[src/rtl/ysyx_25020037_wbu_q_pkg.sv]
// Shared encodings and entry layout for the writeback queue.
package ysyx_25020037_wbu_q_pkg;

    typedef enum logic [1:0] {
        SRC_ALU  = 2'd0,
        SRC_LOAD = 2'd1,
        SRC_CSR  = 2'd2,
        SRC_PC4  = 2'd3
    } src_sel_e;

    typedef enum logic [1:0] {
        LSIZE_BYTE = 2'd0,
        LSIZE_HALF = 2'd1,
        LSIZE_WORD = 2'd2,
        LSIZE_RSVD = 2'd3
    } lsize_e;

    // Entry layout, MSB to LSB: rd, gpr_we, wdata, csr_we, csr_addr, csr_wdata.
    function automatic int entry_width(input int reg_aw, input int xlen, input int csr_aw);
        return reg_aw + 1 + xlen + 1 + csr_aw + xlen;
    endfunction

endpackage

[src/rtl/ysyx_25020037_wbu_ldfmt.sv]
// Load lane select and sign/zero extension from the raw aligned load word.
module ysyx_25020037_wbu_ldfmt
    import ysyx_25020037_wbu_q_pkg::*;
#(
    parameter int XLEN = 32
) (
    input  logic [XLEN-1:0] ldata,
    input  logic [1:0]      lsize,
    input  logic            lunsigned,
    input  logic [1:0]      laddr_lo,
    output logic [XLEN-1:0] result
);

    logic [7:0]  byte_lane;
    logic [15:0] half_lane;

    always_comb begin
        // NOTE: every always_comb output gets a default first so no latch is inferred.
        byte_lane = ldata[7:0];
        case (laddr_lo)
            2'd1:    byte_lane = ldata[15:8];
            2'd2:    byte_lane = ldata[23:16];
            2'd3:    byte_lane = ldata[31:24];
            default: byte_lane = ldata[7:0];
        endcase
    end

    // Halfword selection looks only at address bit 1.
    assign half_lane = laddr_lo[1] ? ldata[31:16] : ldata[15:0];

    always_comb begin
        result = ldata;
        case (lsize_e'(lsize))
            LSIZE_BYTE: result = lunsigned ? {{(XLEN-8){1'b0}}, byte_lane}
                                           : {{(XLEN-8){byte_lane[7]}}, byte_lane};
            LSIZE_HALF: result = lunsigned ? {{(XLEN-16){1'b0}}, half_lane}
                                           : {{(XLEN-16){half_lane[15]}}, half_lane};
            default:    result = ldata;
        endcase
    end

endmodule

[src/rtl/ysyx_25020037_wbu_q.sv]
// Writeback stage: formats retiring results and buffers them in a small FIFO
// ahead of the GPR/CSR write ports, with head forwarding and an instret counter.
module ysyx_25020037_wbu_q
    import ysyx_25020037_wbu_q_pkg::*;
#(
    parameter int XLEN   = 32,
    parameter int DEPTH  = 2,
    parameter int REG_AW = 5,
    parameter int CSR_AW = 12
) (
    input  logic                       clk,
    input  logic                       rst,
    input  logic                       in_valid,
    output logic                       in_ready,
    input  logic [REG_AW-1:0]          in_rd,
    input  logic                       in_gpr_we,
    input  logic [1:0]                 in_src_sel,
    input  logic [XLEN-1:0]            in_alu,
    input  logic [XLEN-1:0]            in_ldata,
    input  logic [1:0]                 in_lsize,
    input  logic                       in_lunsigned,
    input  logic [1:0]                 in_laddr_lo,
    input  logic [XLEN-1:0]            in_csr_rdata,
    input  logic [XLEN-1:0]            in_pc,
    input  logic                       in_csr_we,
    input  logic [CSR_AW-1:0]          in_csr_addr,
    input  logic [XLEN-1:0]            in_csr_wdata,
    output logic                       out_valid,
    input  logic                       out_ready,
    output logic [REG_AW-1:0]          out_rd,
    output logic                       out_gpr_we,
    output logic [XLEN-1:0]            out_wdata,
    output logic                       out_csr_we,
    output logic [CSR_AW-1:0]          out_csr_addr,
    output logic [XLEN-1:0]            out_csr_wdata,
    output logic [REG_AW-1:0]          fwd_hit_rd,
    output logic [$clog2(DEPTH):0]     count,
    output logic [63:0]                instret
);

    localparam int PW = $clog2(DEPTH);
    localparam int CW = PW + 1;
    localparam int EW = entry_width(REG_AW, XLEN, CSR_AW);
    localparam logic [CW-1:0] FULL = CW'(DEPTH);

    logic [EW-1:0]   mem [DEPTH];
    logic [PW-1:0]   wr_ptr;
    logic [PW-1:0]   rd_ptr;
    logic [XLEN-1:0] load_val;
    logic [XLEN-1:0] wb_val;
    logic [EW-1:0]   new_entry;
    logic [EW-1:0]   head;
    logic            push;
    logic            pop;

    ysyx_25020037_wbu_ldfmt #(.XLEN(XLEN)) u_ldfmt (
        .ldata     (in_ldata),
        .lsize     (in_lsize),
        .lunsigned (in_lunsigned),
        .laddr_lo  (in_laddr_lo),
        .result    (load_val)
    );

    always_comb begin
        wb_val = in_alu;
        case (src_sel_e'(in_src_sel))
            SRC_ALU:  wb_val = in_alu;
            SRC_LOAD: wb_val = load_val;
            SRC_CSR:  wb_val = in_csr_rdata;
            SRC_PC4:  wb_val = in_pc + XLEN'(4);
            default:  wb_val = in_alu;
        endcase
    end

    // x0 is never written, so the enable is cleared at enqueue time.
    assign new_entry = {in_rd, in_gpr_we && (in_rd != '0), wb_val,
                        in_csr_we, in_csr_addr, in_csr_wdata};

    // Ready depends only on registered occupancy, never on out_ready.
    assign in_ready  = (count != FULL);
    assign out_valid = (count != '0);
    assign push      = in_valid && in_ready;
    assign pop       = out_valid && out_ready;

    assign head = mem[rd_ptr];
    assign {out_rd, out_gpr_we, out_wdata, out_csr_we, out_csr_addr, out_csr_wdata} = head;
    assign fwd_hit_rd = (out_valid && out_gpr_we) ? out_rd : '0;

    // NOTE: storage holds no reset; out_valid alone qualifies the head data.
    always_ff @(posedge clk) begin
        if (push && !rst) begin
            mem[wr_ptr] <= new_entry;
        end
    end

    // NOTE: sequential state uses non-blocking assignments only.
    always_ff @(posedge clk) begin
        if (rst) begin
            wr_ptr  <= '0;
            rd_ptr  <= '0;
            count   <= '0;
            instret <= '0;
        end else begin
            if (push) begin
                wr_ptr <= wr_ptr + 1'b1;
            end
            if (pop) begin
                rd_ptr  <= rd_ptr + 1'b1;
                instret <= instret + 64'd1;
            end
            case ({push, pop})
                2'b10:   count <= count + CW'(1);
                2'b01:   count <= count - CW'(1);
                default: count <= count;
            endcase
        end
    end

endmodule

[config.mk]
export PLATFORM = sky130hd
export DESIGN_NAME = ysyx_25020037_wbu_q
export DESIGN_NICKNAME = d
export VERILOG_FILES = /design/src/rtl/ysyx_25020037_wbu_q_pkg.sv /design/src/rtl/ysyx_25020037_wbu_ldfmt.sv /design/src/rtl/ysyx_25020037_wbu_q.sv
export SDC_FILE = /design/constraint.sdc
export NUM_CORES = 1
export LEC_CHECK = 0
export BUFFER_PORTS_ARGS = -buffer_cell sky130_fd_sc_hd__buf_4
export CORE_ASPECT_RATIO = 1.5
export CORE_UTILIZATION = 30
export CTS_BUF_LIST = sky130_fd_sc_hd__clkbuf_16
export CTS_CLUSTER_DIAMETER = 60
export DETAILED_ROUTE_END_ITERATION = 8
export GPL_TIMING_DRIVEN = 0
export PLACE_DENSITY = 0.6
export SETUP_SLACK_MARGIN = 0.3
export SLEW_MARGIN = 20
export SYNTH_ARGS = -nofsm -noshare
export SYNTH_HDL_FRONTEND = slang
export SYNTH_HIERARCHICAL = 1
export SYNTH_SLANG_ARGS = --single-unit
[constraint.sdc]
create_clock -name clk -period 9.7 [get_ports clk]
set_input_delay 0.485 -clock clk [delete_from_list [all_inputs] [get_ports clk]]
set_output_delay 0.485 -clock clk [all_outputs]
set_load 0.005 [all_outputs]
==> metrics.cfg <==
[logic_synthesis]
synth_flop_cell=edfxtp_1
synth_compound_area_share_pct=6.88
syn-cell-area_sq_um=11700
synth-simple-area-share_pct=14.7
async_flop_share_pct=0
avgSynthCellArea_sq_um=12.6
synth-warning-count=6
synth_cell_types=49
syn-num-nets=1121
ys_ff_latch=235
ys_seq_area_share_pct=54.6
synth_top_family_by_area=multiplexers
synthAdderAreaFrac_pct=0.322
syn_inst=928
synth-edff-count=166
synth-xor-area-share_pct=4.66
synthMuxAreaShare_pct=16.1

[clocking]
cts_hold_buf=0
cts_resized=0
cts_setup_buffers=0
numCtsBuffers=25
numClockSinks=235
ctsLongestPathBuffers=3
clkLatencyLatePin_ns=0.53
cts_root_buf=clkbuf_16
tritoncts=built
clkTransAtPathRegs_ns=0.06
cts_htree_levels=1

[timing]
fmax_mhz=324
skew_ns=0.0293
timing_hold_violations_final=0
setup_viol=0
slew_viol_final=0
relSlewSlack_pct=25.9
rsz0062_at_grt=false
min_period_ns=3.09
min_period_over_period_pct=31.9
max_slew.worst_pin.slew_ns=1.10

[worst_setup_path]
critPathCaptureType=output port
worstPathRequired_ns=9.22
critical_path_class=reg -> out
start_kind=flip-flop
rr_startpoint=instret[0]
endpoint=out_wdata[24]
r2r_setup_slack_ns=6.89
path_max_fanout=10
r2r_cells=6
cp.arrival_ns=2.61
r2r-end=instret[58]

[routing]
wl_per_cell_um=20.4
first_iter_violations=431
route.detailed.drc=0
routed_wl_mm=37.3
antenna_left=0
viasPerCell=5.12
dr.pass1.iters=4
num_vias=9335

[final_layout]
nNetsFinal=1506
fin_util_pct=41.1
fillers=3702
area_growth_pct=35.2
seq_area_sq_um=6370
drive_above_1_share_pct=42.3
multi_input_area_sq_um=4990
layout_commonest_cell=buf_4
final_cell_mix=359 x buf_4, 166 x edfxtp_1, 87 x mux2_2, 69 x dfxtp_1, 63 x nor2_1

[power]
p_total_w=0.00283
power_leakage_nw=5.78
p_per_area_nw_per_um2=180
peakVddDrop_uv=128

[floorplanning]
coreArea_sq_um=38300
dieArea_sq_um=39600
start_util_pct=30.4
die_x_um=163
die_h_um=243
ios=346
num_rows=88

[global_routing]
grt_pass1_wl_mm=55.3
grt_pass1_vias=9462
grtUsageMet2_pct=35.0
grt-busiest-layer=met2
use_met1_pct=19.5
grt_start_max_net_pins=15
grtUsageTotal_pct=18.4
grt_overflow=0
antenna_found_initial=1
use_met3_pct=3.13

[job]
cap_violations=0

[placement]
globalplace.congestion=0.917
io_buffer_count=338
dpl.hpwl_mm=29.6

[outcome]
outcome=complete, no violations

[min_path]
worst_hold_path_type=in -> reg

-- critical path, cell delays in order (launching register included) --
cell      delay (ns)
dfxtp_1         0.32
clkbuf_1        0.59
clkbuf_1        0.60
mux2_2          0.42
buf_4           0.14
-- layout make-up --
cell class | instances | area share (%)
repair buffers | 358 | 17.1
plain buffers | 50 | 1.55
clock inverters | 18 | 0.993
multi-input cells | 626 | 31.7
well taps | 495 | 3.93
clock buffers | 25 | 3.97
inverters | 17 | 0.405
flip-flops and latches | 235 | 40.4
diodes | 1 | 0.0159
-- cell families after synthesis --
kind of cell	count (synthesis)
fa+ha+maj	3
xor+xnor	62
compound gates	115
flops	235
simple gates	318
buf+inv	67
mux	128
-- stage by stage --
stage	std cells	TNS [ns]	hold slack [ns]	instance area [sq um]	worst slack, ns
floorplan	928	0	0.468	11700	2.09
global placement	1761	-352.85	0.484	14800	-2.49
detailed placement	1781	0	0.500	15000	6.67
CTS	1824	0	0.0992	15800	6.49
global route	1824	0	0.106	15800	6.42
finish	1825	0	0.135	15800	6.61
-- report_power, final --
part | internal (W) | switching, W | leakage, nW
Clock | 0.000526 | 0.000396 | 0.391
Sequential | 0.00116 | 0.0000246 | 2.08
Combinational | 0.000389 | 0.000334 | 3.31
-- synth_stat cells, types with 6 or more instances --
cell,count,area [sq um]
o31ai_1,17,128
and3_1,15,93.8
mux4_2,39,878
a21oi_1,39,195
nor4_1,10,62.6
nand3_1,42,210
o211ai_2,10,125
o211ai_1,10,75.1
o221ai_1,8,70.1
dfxtp_1,69,1380
o22ai_1,7,43.8
nor3_1,12,60.1
o21ai_0,13,65.1
xnor2_1,32,280
buf_2,6,30.0
buf_6,6,67.6
nor2b_1,20,125
mux2_2,87,980
inv_1,17,63.8
edfxtp_1,166,4980
nor2_1,63,236
or3_1,14,87.6
nand4_1,37,231
or4_1,18,135
nand2_1,61,229
clkbuf_1,32,120
a211oi_1,7,52.6
xor2_1,30,263
-- routing by layer --
| metal | vias to the layer above | share of wire [%] |
|---|---|---|
| met5 | - | 0 |
| met4 | 0 | 3.7 |
| met3 | 64 | 5.6 |
| met2 | 330 | 55 |
| met1 | 4588 | 36 |
| li1 | 4353 | - |
-- how the worst min path moves through the flow --
stage / from / to / cells past startpoint
after detailed placement: instret[63] / instret[63] / 2
after floorplan: instret[63] / instret[63] / 2
final: in_csr_wdata[5] / mem[1][5] / 1
after global placement: instret[63] / instret[63] / 2
after global routing: in_csr_wdata[4] / mem[0][4] / 1
after CTS: in_csr_wdata[5] / mem[1][5] / 1
-- state kept, by name, summed over array words and instances (netlist names), named ones only --
signal   flops
wr_ptr       1
rd_ptr       1
mem        166
count        2
instret     64
No activity file was read; power rests on OpenSTA's default activity.
